--- config.mk ---
export PLATFORM = sky130hd
export DESIGN_NAME = hazard_ctrl_flat
export DESIGN_NICKNAME = d
export VERILOG_FILES = /design/src/rtl/hazard_pkg.sv /design/src/rtl/hazard_ctrl_if.sv /design/src/rtl/hazard_mul_seq.sv /design/src/rtl/hazard_ctrl.sv /design/src/flat_wrapper.sv
export SDC_FILE = /design/constraint.sdc
export NUM_CORES = 1
export LEC_CHECK = 0
export ABC_AREA = 0
export CAP_MARGIN = 20
export CELL_PAD_IN_SITES_DETAIL_PLACEMENT = 0
export CELL_PAD_IN_SITES_GLOBAL_PLACEMENT = 1
export CORE_MARGIN = 2
export CORE_UTILIZATION = 13
export DETAILED_ROUTE_END_ITERATION = 8
export PLACE_DENSITY = 0.83
export SKIP_LAST_GASP = 1
export SLEW_MARGIN = 10
export SYNTH_ARGS = -nofsm -noshare
export SYNTH_HDL_FRONTEND = slang
export SYNTH_HIERARCHICAL = 1
export SYNTH_SLANG_ARGS = --single-unit
--- constraint.sdc ---
create_clock -name vclk -period 1.75
set_input_delay 0.35 -clock vclk [all_inputs]
set_output_delay 0.35 -clock vclk [all_outputs]
set_load 0.005 [all_outputs]
--- src/rtl/hazard_pkg.sv ---
`default_nettype none
// ============================================================================
// Module      : hazard_pkg
// Description : Shared types and constants for the hazard controller slice:
//               multiply sequencer state encoding, default multiplier latency
//               and the hard-wired zero register index.
// Revision    : 1.0 - initial release
// ============================================================================
package hazard_pkg;

  typedef enum logic [1:0] {
    IDLE     = 2'd0,
    MUL_BUSY = 2'd1,
    MUL_DONE = 2'd2
  } mul_state_t;

  localparam int         MUL_LAT_DEFAULT = 4;
  localparam logic [4:0] REG_ZERO        = 5'd0;

endpackage
`default_nettype wire

--- src/rtl/hazard_ctrl_if.sv ---
`default_nettype none
// ============================================================================
// Module      : hazard_ctrl_if
// Description : Pipeline <-> hazard controller signal bundle.
//               master : pipeline side, drives ID/EX status and memory waits,
//                        receives the stall/flush controls.
//               slave  : hazard controller side.
// Ports       : id_rs1_addr/id_rs2_addr/id_rs1_used/id_rs2_used (ID sources),
//               ex_rd_addr/ex_mem_read/ex_is_mul/ex_jb (EX status),
//               imem_wait/dmem_wait (memory not ready),
//               stall/mul_stall/jb/ex_bubble/freeze/mul_busy (controls).
// Revision    : 1.0 - initial release
// ============================================================================
interface hazard_ctrl_if;

  logic [4:0] id_rs1_addr;
  logic [4:0] id_rs2_addr;
  logic       id_rs1_used;
  logic       id_rs2_used;
  logic [4:0] ex_rd_addr;
  logic       ex_mem_read;
  logic       ex_is_mul;
  logic       ex_jb;
  logic       imem_wait;
  logic       dmem_wait;

  logic       stall;
  logic       mul_stall;
  logic       jb;
  logic       ex_bubble;
  logic       freeze;
  logic       mul_busy;

  modport master (
    output id_rs1_addr, id_rs2_addr, id_rs1_used, id_rs2_used,
    output ex_rd_addr, ex_mem_read, ex_is_mul, ex_jb,
    output imem_wait, dmem_wait,
    input  stall, mul_stall, jb, ex_bubble, freeze, mul_busy
  );

  modport slave (
    input  id_rs1_addr, id_rs2_addr, id_rs1_used, id_rs2_used,
    input  ex_rd_addr, ex_mem_read, ex_is_mul, ex_jb,
    input  imem_wait, dmem_wait,
    output stall, mul_stall, jb, ex_bubble, freeze, mul_busy
  );

endinterface
`default_nettype wire

--- src/rtl/hazard_mul_seq.sv ---
`default_nettype none
// ============================================================================
// Module      : hazard_mul_seq
// Description : Multi-cycle multiply sequencer. Raises mul_stall for
//               MUL_LAT-1 unfrozen cycles per accepted multiply, then spends
//               one MUL_DONE cycle so the same EX multiply is not re-accepted.
//               freeze holds state and counter without changing mul_stall.
// Ports       : clk, rst (sync, active-high), start (EX is multiply),
//               freeze, mul_stall, busy (state == MUL_BUSY),
//               idle (state == IDLE, used by the top to gate jb).
// Revision    : 1.0 - initial release
// ============================================================================
module hazard_mul_seq
  import hazard_pkg::*;
#(
  parameter int MUL_LAT = MUL_LAT_DEFAULT
) (
  input  logic clk,
  input  logic rst,
  input  logic start,
  input  logic freeze,
  output logic mul_stall,
  output logic busy,
  output logic idle
);

  // Entry cycle plus MUL_LAT-2 busy cycles with cnt != 0 gives MUL_LAT-1.
  localparam logic [3:0] c_cnt_init = 4'(MUL_LAT - 2);

  mul_state_t r_state;
  mul_state_t w_state_nxt;
  logic [3:0] r_cnt;
  logic [3:0] w_cnt_nxt;

  always_ff @(posedge clk) begin
    if (rst) begin
      r_state <= IDLE;
      r_cnt   <= 4'd0;
    end else begin
      r_state <= w_state_nxt;
      r_cnt   <= w_cnt_nxt;
    end
  end

  always_comb begin
    w_state_nxt = r_state;
    w_cnt_nxt   = r_cnt;
    mul_stall   = 1'b0;
    case (r_state)
      IDLE: begin
        if (start && !freeze) begin
          mul_stall   = 1'b1;
          w_state_nxt = MUL_BUSY;
          w_cnt_nxt   = c_cnt_init;
        end
      end
      MUL_BUSY: begin
        if (r_cnt != 4'd0) begin
          mul_stall = 1'b1;
          if (!freeze) begin
            w_cnt_nxt = r_cnt - 4'd1;
          end
        end else if (!freeze) begin
          w_state_nxt = MUL_DONE;
        end
      end
      MUL_DONE: begin
        // The multiply that just finished is still in EX; ignore ex_is_mul.
        if (!freeze) begin
          w_state_nxt = IDLE;
        end
      end
      default: w_state_nxt = IDLE;
    endcase
  end

  assign busy = (r_state == MUL_BUSY);
  assign idle = (r_state == IDLE);

endmodule
`default_nettype wire

--- src/rtl/hazard_ctrl.sv ---
`default_nettype none
// ============================================================================
// Module      : hazard_ctrl
// Description : Pipeline hazard controller: load-use detection, branch/jump
//               flush, memory-wait freeze and optional multi-cycle multiply
//               stall. Priority: freeze > mul_stall > jb > load-use.
//               All outputs are forced low while rst is high.
// Config      : HAZARD_MUL_STALL_EN defined   -> multiply sequencer present.
//               HAZARD_MUL_STALL_EN undefined -> single-cycle multiplier,
//               mul_stall/mul_busy tied low, ex_is_mul ignored.
// Ports       : clk, rst (sync, active-high), bus (hazard_ctrl_if.slave).
// Revision    : 1.0 - initial release
// ============================================================================
module hazard_ctrl
  import hazard_pkg::*;
#(
  parameter int MUL_LAT = MUL_LAT_DEFAULT
) (
  input  logic          clk,
  input  logic          rst,
  hazard_ctrl_if.slave  bus
);

  if (MUL_LAT < 2 || MUL_LAT > 16) begin : g_bad_mul_lat
    $error("hazard_ctrl: MUL_LAT must be within 2..16");
  end

  logic w_freeze;
  logic w_luse;
  logic w_mul_stall;
  logic w_mul_busy;
  logic w_seq_idle;
  logic w_jb_req;

  assign w_freeze = bus.imem_wait | bus.dmem_wait;

  assign w_luse = bus.ex_mem_read && (bus.ex_rd_addr != REG_ZERO) &&
                  ((bus.id_rs1_used && (bus.id_rs1_addr == bus.ex_rd_addr)) ||
                   (bus.id_rs2_used && (bus.id_rs2_addr == bus.ex_rd_addr)));

`ifdef HAZARD_MUL_STALL_EN
  hazard_mul_seq #(
    .MUL_LAT (MUL_LAT)
  ) u_mul_seq (
    .clk       (clk),
    .rst       (rst),
    .start     (bus.ex_is_mul),
    .freeze    (w_freeze),
    .mul_stall (w_mul_stall),
    .busy      (w_mul_busy),
    .idle      (w_seq_idle)
  );
`else
  logic w_unused;
  assign w_unused    = ^{clk, bus.ex_is_mul};
  assign w_mul_stall = 1'b0;
  assign w_mul_busy  = 1'b0;
  assign w_seq_idle  = 1'b1;
`endif

  // In IDLE, mul_stall high means a multiply is being accepted this cycle,
  // which takes precedence over a branch resolving alongside it.
  assign w_jb_req = bus.ex_jb && !w_freeze && w_seq_idle && !w_mul_stall;

  always_comb begin
    bus.stall     = 1'b0;
    bus.mul_stall = 1'b0;
    bus.jb        = 1'b0;
    bus.ex_bubble = 1'b0;
    bus.freeze    = 1'b0;
    bus.mul_busy  = 1'b0;
    if (!rst) begin
      bus.freeze    = w_freeze;
      bus.mul_stall = w_mul_stall;
      bus.mul_busy  = w_mul_busy;
      if (w_freeze) begin
        bus.stall = 1'b1;
      end else if (!w_mul_stall) begin
        if (w_jb_req) begin
          // Flushed ID instruction is discarded, so no load-use stall.
          bus.jb        = 1'b1;
          bus.ex_bubble = 1'b1;
        end else if (w_luse) begin
          bus.stall     = 1'b1;
          bus.ex_bubble = 1'b1;
        end
      end
    end
  end

endmodule
`default_nettype wire
--- src/flat_wrapper.sv ---
// flat-port wrapper written by rule: the top's interface ports become plain ports
module hazard_ctrl_flat import hazard_pkg::*;
#(
  parameter int MUL_LAT = MUL_LAT_DEFAULT
)
  (clk, rst, bus_id_rs1_addr, bus_id_rs2_addr, bus_id_rs1_used, bus_id_rs2_used, bus_ex_rd_addr, bus_ex_mem_read, bus_ex_is_mul, bus_ex_jb, bus_imem_wait, bus_dmem_wait, bus_stall, bus_mul_stall, bus_jb, bus_ex_bubble, bus_freeze, bus_mul_busy);
  hazard_ctrl_if bus_i ();
  input  logic clk;
  input  logic rst;
  input wire logic [$bits(bus_i.id_rs1_addr)-1:0] bus_id_rs1_addr;
  input wire logic [$bits(bus_i.id_rs2_addr)-1:0] bus_id_rs2_addr;
  input wire logic [$bits(bus_i.id_rs1_used)-1:0] bus_id_rs1_used;
  input wire logic [$bits(bus_i.id_rs2_used)-1:0] bus_id_rs2_used;
  input wire logic [$bits(bus_i.ex_rd_addr)-1:0] bus_ex_rd_addr;
  input wire logic [$bits(bus_i.ex_mem_read)-1:0] bus_ex_mem_read;
  input wire logic [$bits(bus_i.ex_is_mul)-1:0] bus_ex_is_mul;
  input wire logic [$bits(bus_i.ex_jb)-1:0] bus_ex_jb;
  input wire logic [$bits(bus_i.imem_wait)-1:0] bus_imem_wait;
  input wire logic [$bits(bus_i.dmem_wait)-1:0] bus_dmem_wait;
  output wire logic [$bits(bus_i.stall)-1:0] bus_stall;
  output wire logic [$bits(bus_i.mul_stall)-1:0] bus_mul_stall;
  output wire logic [$bits(bus_i.jb)-1:0] bus_jb;
  output wire logic [$bits(bus_i.ex_bubble)-1:0] bus_ex_bubble;
  output wire logic [$bits(bus_i.freeze)-1:0] bus_freeze;
  output wire logic [$bits(bus_i.mul_busy)-1:0] bus_mul_busy;
  assign bus_i.id_rs1_addr = bus_id_rs1_addr;
  assign bus_i.id_rs2_addr = bus_id_rs2_addr;
  assign bus_i.id_rs1_used = bus_id_rs1_used;
  assign bus_i.id_rs2_used = bus_id_rs2_used;
  assign bus_i.ex_rd_addr = bus_ex_rd_addr;
  assign bus_i.ex_mem_read = bus_ex_mem_read;
  assign bus_i.ex_is_mul = bus_ex_is_mul;
  assign bus_i.ex_jb = bus_ex_jb;
  assign bus_i.imem_wait = bus_imem_wait;
  assign bus_i.dmem_wait = bus_dmem_wait;
  assign bus_stall = bus_i.stall;
  assign bus_mul_stall = bus_i.mul_stall;
  assign bus_jb = bus_i.jb;
  assign bus_ex_bubble = bus_i.ex_bubble;
  assign bus_freeze = bus_i.freeze;
  assign bus_mul_busy = bus_i.mul_busy;
  hazard_ctrl #(.MUL_LAT(MUL_LAT)) u_core (.clk(clk), .rst(rst), .bus(bus_i));
endmodule
# Word level (Yosys, flattened, before mapping)
# Index checks and enable logic that the tools add are counted.
[totals]
input_bits = 24
register_bits = 0
out_inout_bits = 6
[classes]
bitwise = 1
muxes = 11
eq_ne = 2
n_reduce_logical = 8
[op_table]
columns = ["operator", "count"]
rows = [
  ["1-bit two-way mux", 11],
  ["5-bit == test", 2],
  ["1-bit logical AND", 5],
  ["5-bit nonzero test", 1],
  ["1-bit zero test", 1],
  ["1-bit logical OR", 1],
  ["1-bit bitwise OR", 1],
]

# Longest topological paths before layout
# Gate-level depths: netlist of the first run.
[depth]
depth_word = 8
depth_mapped = 4

# Worst setup path after synthesis of the first run
# No wires, ideal clock.
[synth_timing]
path_kind = "input to output"
from = "input port bus_ex_rd_addr[1]"
to = "output port bus_ex_bubble"
stages = 4
required_ps = 1400
n_path_buf = 0
arrival_ps = 1151
path_slack_ps = 249
cell_sequence = "or4_1 > o21ai_1 > or4_1 > o21bai_1"
[synth_via]
elab_chain_cells = 8
elab_cells_between_ends = 12
classes_between = "eq/ne: 2; mux: 4; reduce/logical: 6"
[synth_rtl]
columns = ["item", "line", "source"]
rows = [
  ["from (decl)", "flat_wrapper.sv:14", "input wire logic [$bits(bus_i.ex_rd_addr)-1:0] bus_ex_rd_addr;"],
  ["5-bit == test, on equally long branches", "hazard_ctrl.sv:38, hazard_ctrl.sv:39", ""],
  ["1-bit logical AND, on equally long branches", "hazard_ctrl.sv:38, hazard_ctrl.sv:39", ""],
  ["1-bit logical OR", "hazard_ctrl.sv:38", "((bus.id_rs1_used && (bus.id_rs1_addr == bus.ex_rd_addr)) ||"],
  ["1-bit logical AND (*)", "hazard_ctrl.sv:37", "assign w_luse = bus.ex_mem_read && (bus.ex_rd_addr != REG_ZERO) &&"],
  ["1-bit two-way mux (*)", "hazard_ctrl.sv:83", "end else if (w_luse) begin"],
  ["1-bit two-way mux (*)", "hazard_ctrl.sv:79", "if (w_jb_req) begin"],
  ["1-bit two-way mux (*)", "hazard_ctrl.sv:76", "if (w_freeze) begin"],
  ["1-bit two-way mux (*)", "hazard_ctrl.sv:72", "if (!rst) begin"],
  ["to (decl)", "flat_wrapper.sv:23", "output wire logic [$bits(bus_i.ex_bubble)-1:0] bus_ex_bubble;"],
]
# Mark *: on every way between the ends. The rest lies on a longest branch, timed or not.

# Worst setup path after layout of the first run
[layout_timing]
from = "input port bus_ex_rd_addr[2]"
to = "output port bus_ex_bubble"
# Same word-level chain as after synthesis.

==> results.json, run 1 <==
{
  "status": "complete, but fails checks",
  "violations": "setup timing",
  "antenna_found_initial": 0,
  "clock_buffers": 0,
  "fin_util_pct": 37.8,
  "hold_buffers": 0,
  "synth_area_leaders": "xor2_1 (37%), xnor2_1 (9.2%), buf_4 (7.9%)",
  "timing.hold.ws_ns": 1.10,
  "syn_area_sq_um": 190,
  "endpoint_kind": "primary output",
  "yosysTopAreaCellShare_pct": 36.8,
  "initial_core_util_pct": 14.3,
  "rsz0062_at_grt": "true",
  "regArea_sq_um": 0,
  "fin_crit_sh_pct": 102,
  "max_freq_ghz": 0.562,
  "synth_cells": 26,
  "p_leak_uw": 0.000237,
  "antenna_cells": 0,
  "place_congestion": 0.639,
  "port_buffers": 26,
  "core_area_sq_mm": 0.00133,
  "setup_ws_ns": -0.0289,
  "dpl.hpwl_um": 583,
  "hold_path_class": "input port to primary output",
  "power.density_mw_per_mm2": 193,
  "final_nets": 82,
  "vias": 291,
  "row_count": 13,
  "cap_violations": 0,
  "ios": 30,
  "worstSetupStartpointType": "input port",
  "synth_area_per_cell_sq_um": 7.31,
  "synthDistinctLibCells": 14,
  "synth_most_common_cell": "xor2_1",
  "synth.largest_area_cell": "xor2_1",
  "grt-ovfl-total": 0,
  "setup_viol": 2,
  "period_needed_ns": 1.78,
  "avgViaCountPerCell": 4.10,
  "hp-start": "bus_ex_jb",
  "worstPathRequired_ns": 1.40,
  "grt_use_total_pct": 7.71,
  "grt_pass1_vias": 296,
  "die_area_sq_mm": 0.00179,
  "grt_max_degree": 5,
  "wirelength_um": 695,
  "drv_slew": 0,
  "multi_input_area_sq_um": 215,
  "seq_cells": 0,
  "ir_worst_vdd_uv": 69.4,
  "finalHoldViolations": 0,
  "drive_gt1_share_pct": 33.9,
  "detail-route-antenna-nets": 0,
  "endpoint": "bus_ex_bubble",
  "drt_iter0_drc": 0,
  "cp_max_fo": 2,
  "dr.pass1.iters": 1,
  "dieHeight_um": 42.3,
  "grt_pass1_wl_um": 1160,
  "synth_warnings": 6,
  "syn_to_final_growth_pct": 165,
  "arrival_ns": 1.43,
  "post-route-drc-count": 0,
  "crit_start": "bus_ex_rd_addr[2]",
  "n_fill_cell": 155,
  "wire_per_inst_um": 9.79,
  "crit_type": "input port to primary output",
  "yosysSeqAreaShare_pct": 0,
  "die_w_um": 42.3
}
layer usage:
| layer | global-route usage [%] | part of all wire (%) | wire length, um | vias up |
|---|---|---|---|---|
| met5 | 0 | 0 | 0 | - |
| met4 | 0 | 0 | 0 | 0 |
| met3 | 0 | 6.9 | 48 | 0 |
| met2 | 15.7 | 57 | 397 | 15 |
| met1 | 9.37 | 36 | 249 | 126 |
| li1 | - | - | - | 150 |
layout make-up:
type | count | area share (%)
repair buffers | 31 | 53.6
multi-input cells | 25 | 42.7
well taps | 15 | 3.72
worst min path at each step:
stage | slack (ns) | end | cells after the start
floorplan | 0.73 | bus_freeze | 1
global placement | 1.71 | bus_freeze | 3
detailed placement | 1.71 | bus_freeze | 3
CTS | 1.29 | bus_ex_bubble | 4
global route | 1.14 | bus_stall | 4
finish | 1.10 | bus_stall | 4
placed cells by master (no fill, tap or decap), drive strengths merged:
master / n
a32oi: 1
and2: 1
buf: 11
clkbuf: 3
clkdlybuf4s15: 6
clkdlybuf4s50: 3
conb: 2
dlygate4sd2: 6
dlymetal6s2s: 2
nor2: 2
nor4: 2
nor4b: 1
o21ai: 1
o21bai: 1
o22ai: 1
or3: 1
or4: 2
xnor2: 2
xor2: 8
critical path, cell delays in order:
cell      delay (ns)
buf_8           0.10
buf_6           0.11
xor2_1          0.15
nor4_1          0.32
a32oi_1         0.13
o21bai_1        0.15
buf_2           0.12
through the flow:
| step | setup TNS [ns] | power [uW] | cells | cell area, sq um | setup WS, ns |
|---|---|---|---|---|---|
| after floorplan | 0 | 29.6 | 27 | 194 | 0.249 |
| after global placement | -2.09 | 100 | 70 | 488 | -0.785 |
| after detailed placement | -2.08 | 101 | 70 | 488 | -0.771 |
| after CTS | -0.0628 | 92.5 | 71 | 484 | -0.0325 |
| after global routing | -0.198 | 107 | 71 | 504 | -0.110 |
| final | -0.0453 | 97.4 | 71 | 504 | -0.0289 |
kinds of logic after synthesis:
group / share of synthesized area, %
AO/OA/AOI/OAI: 14.5
buffers and inverters: 7.89
XOR/XNOR: 46.1
other: 1.97
AND/OR/NAND/NOR: 29.6
timing repair:
action                                  4_1_cts  5_1_grt
endpoints found under the setup margin        4        3
gates cloned                                  0        0
resized for setup                            51       14
pin swaps                                    11       10
buffers inserted                              1        0
power by group:
part	switching [uW]	internal (uW)	total (uW)
Sequential	0	0	0
Combinational	36.6	60.8	97.4
Clock	0	0	0
Note: power is estimated with default switching activity, not from simulation.
==> run 2, diff against run 1 <==
- SKIP_LAST_GASP: 1 -> default
==> results of run 2 <==
The final DEF is identical to that of run 1; final timing and power are the same.
Main changes from that run: number of gates resized after CTS 51 -> 52
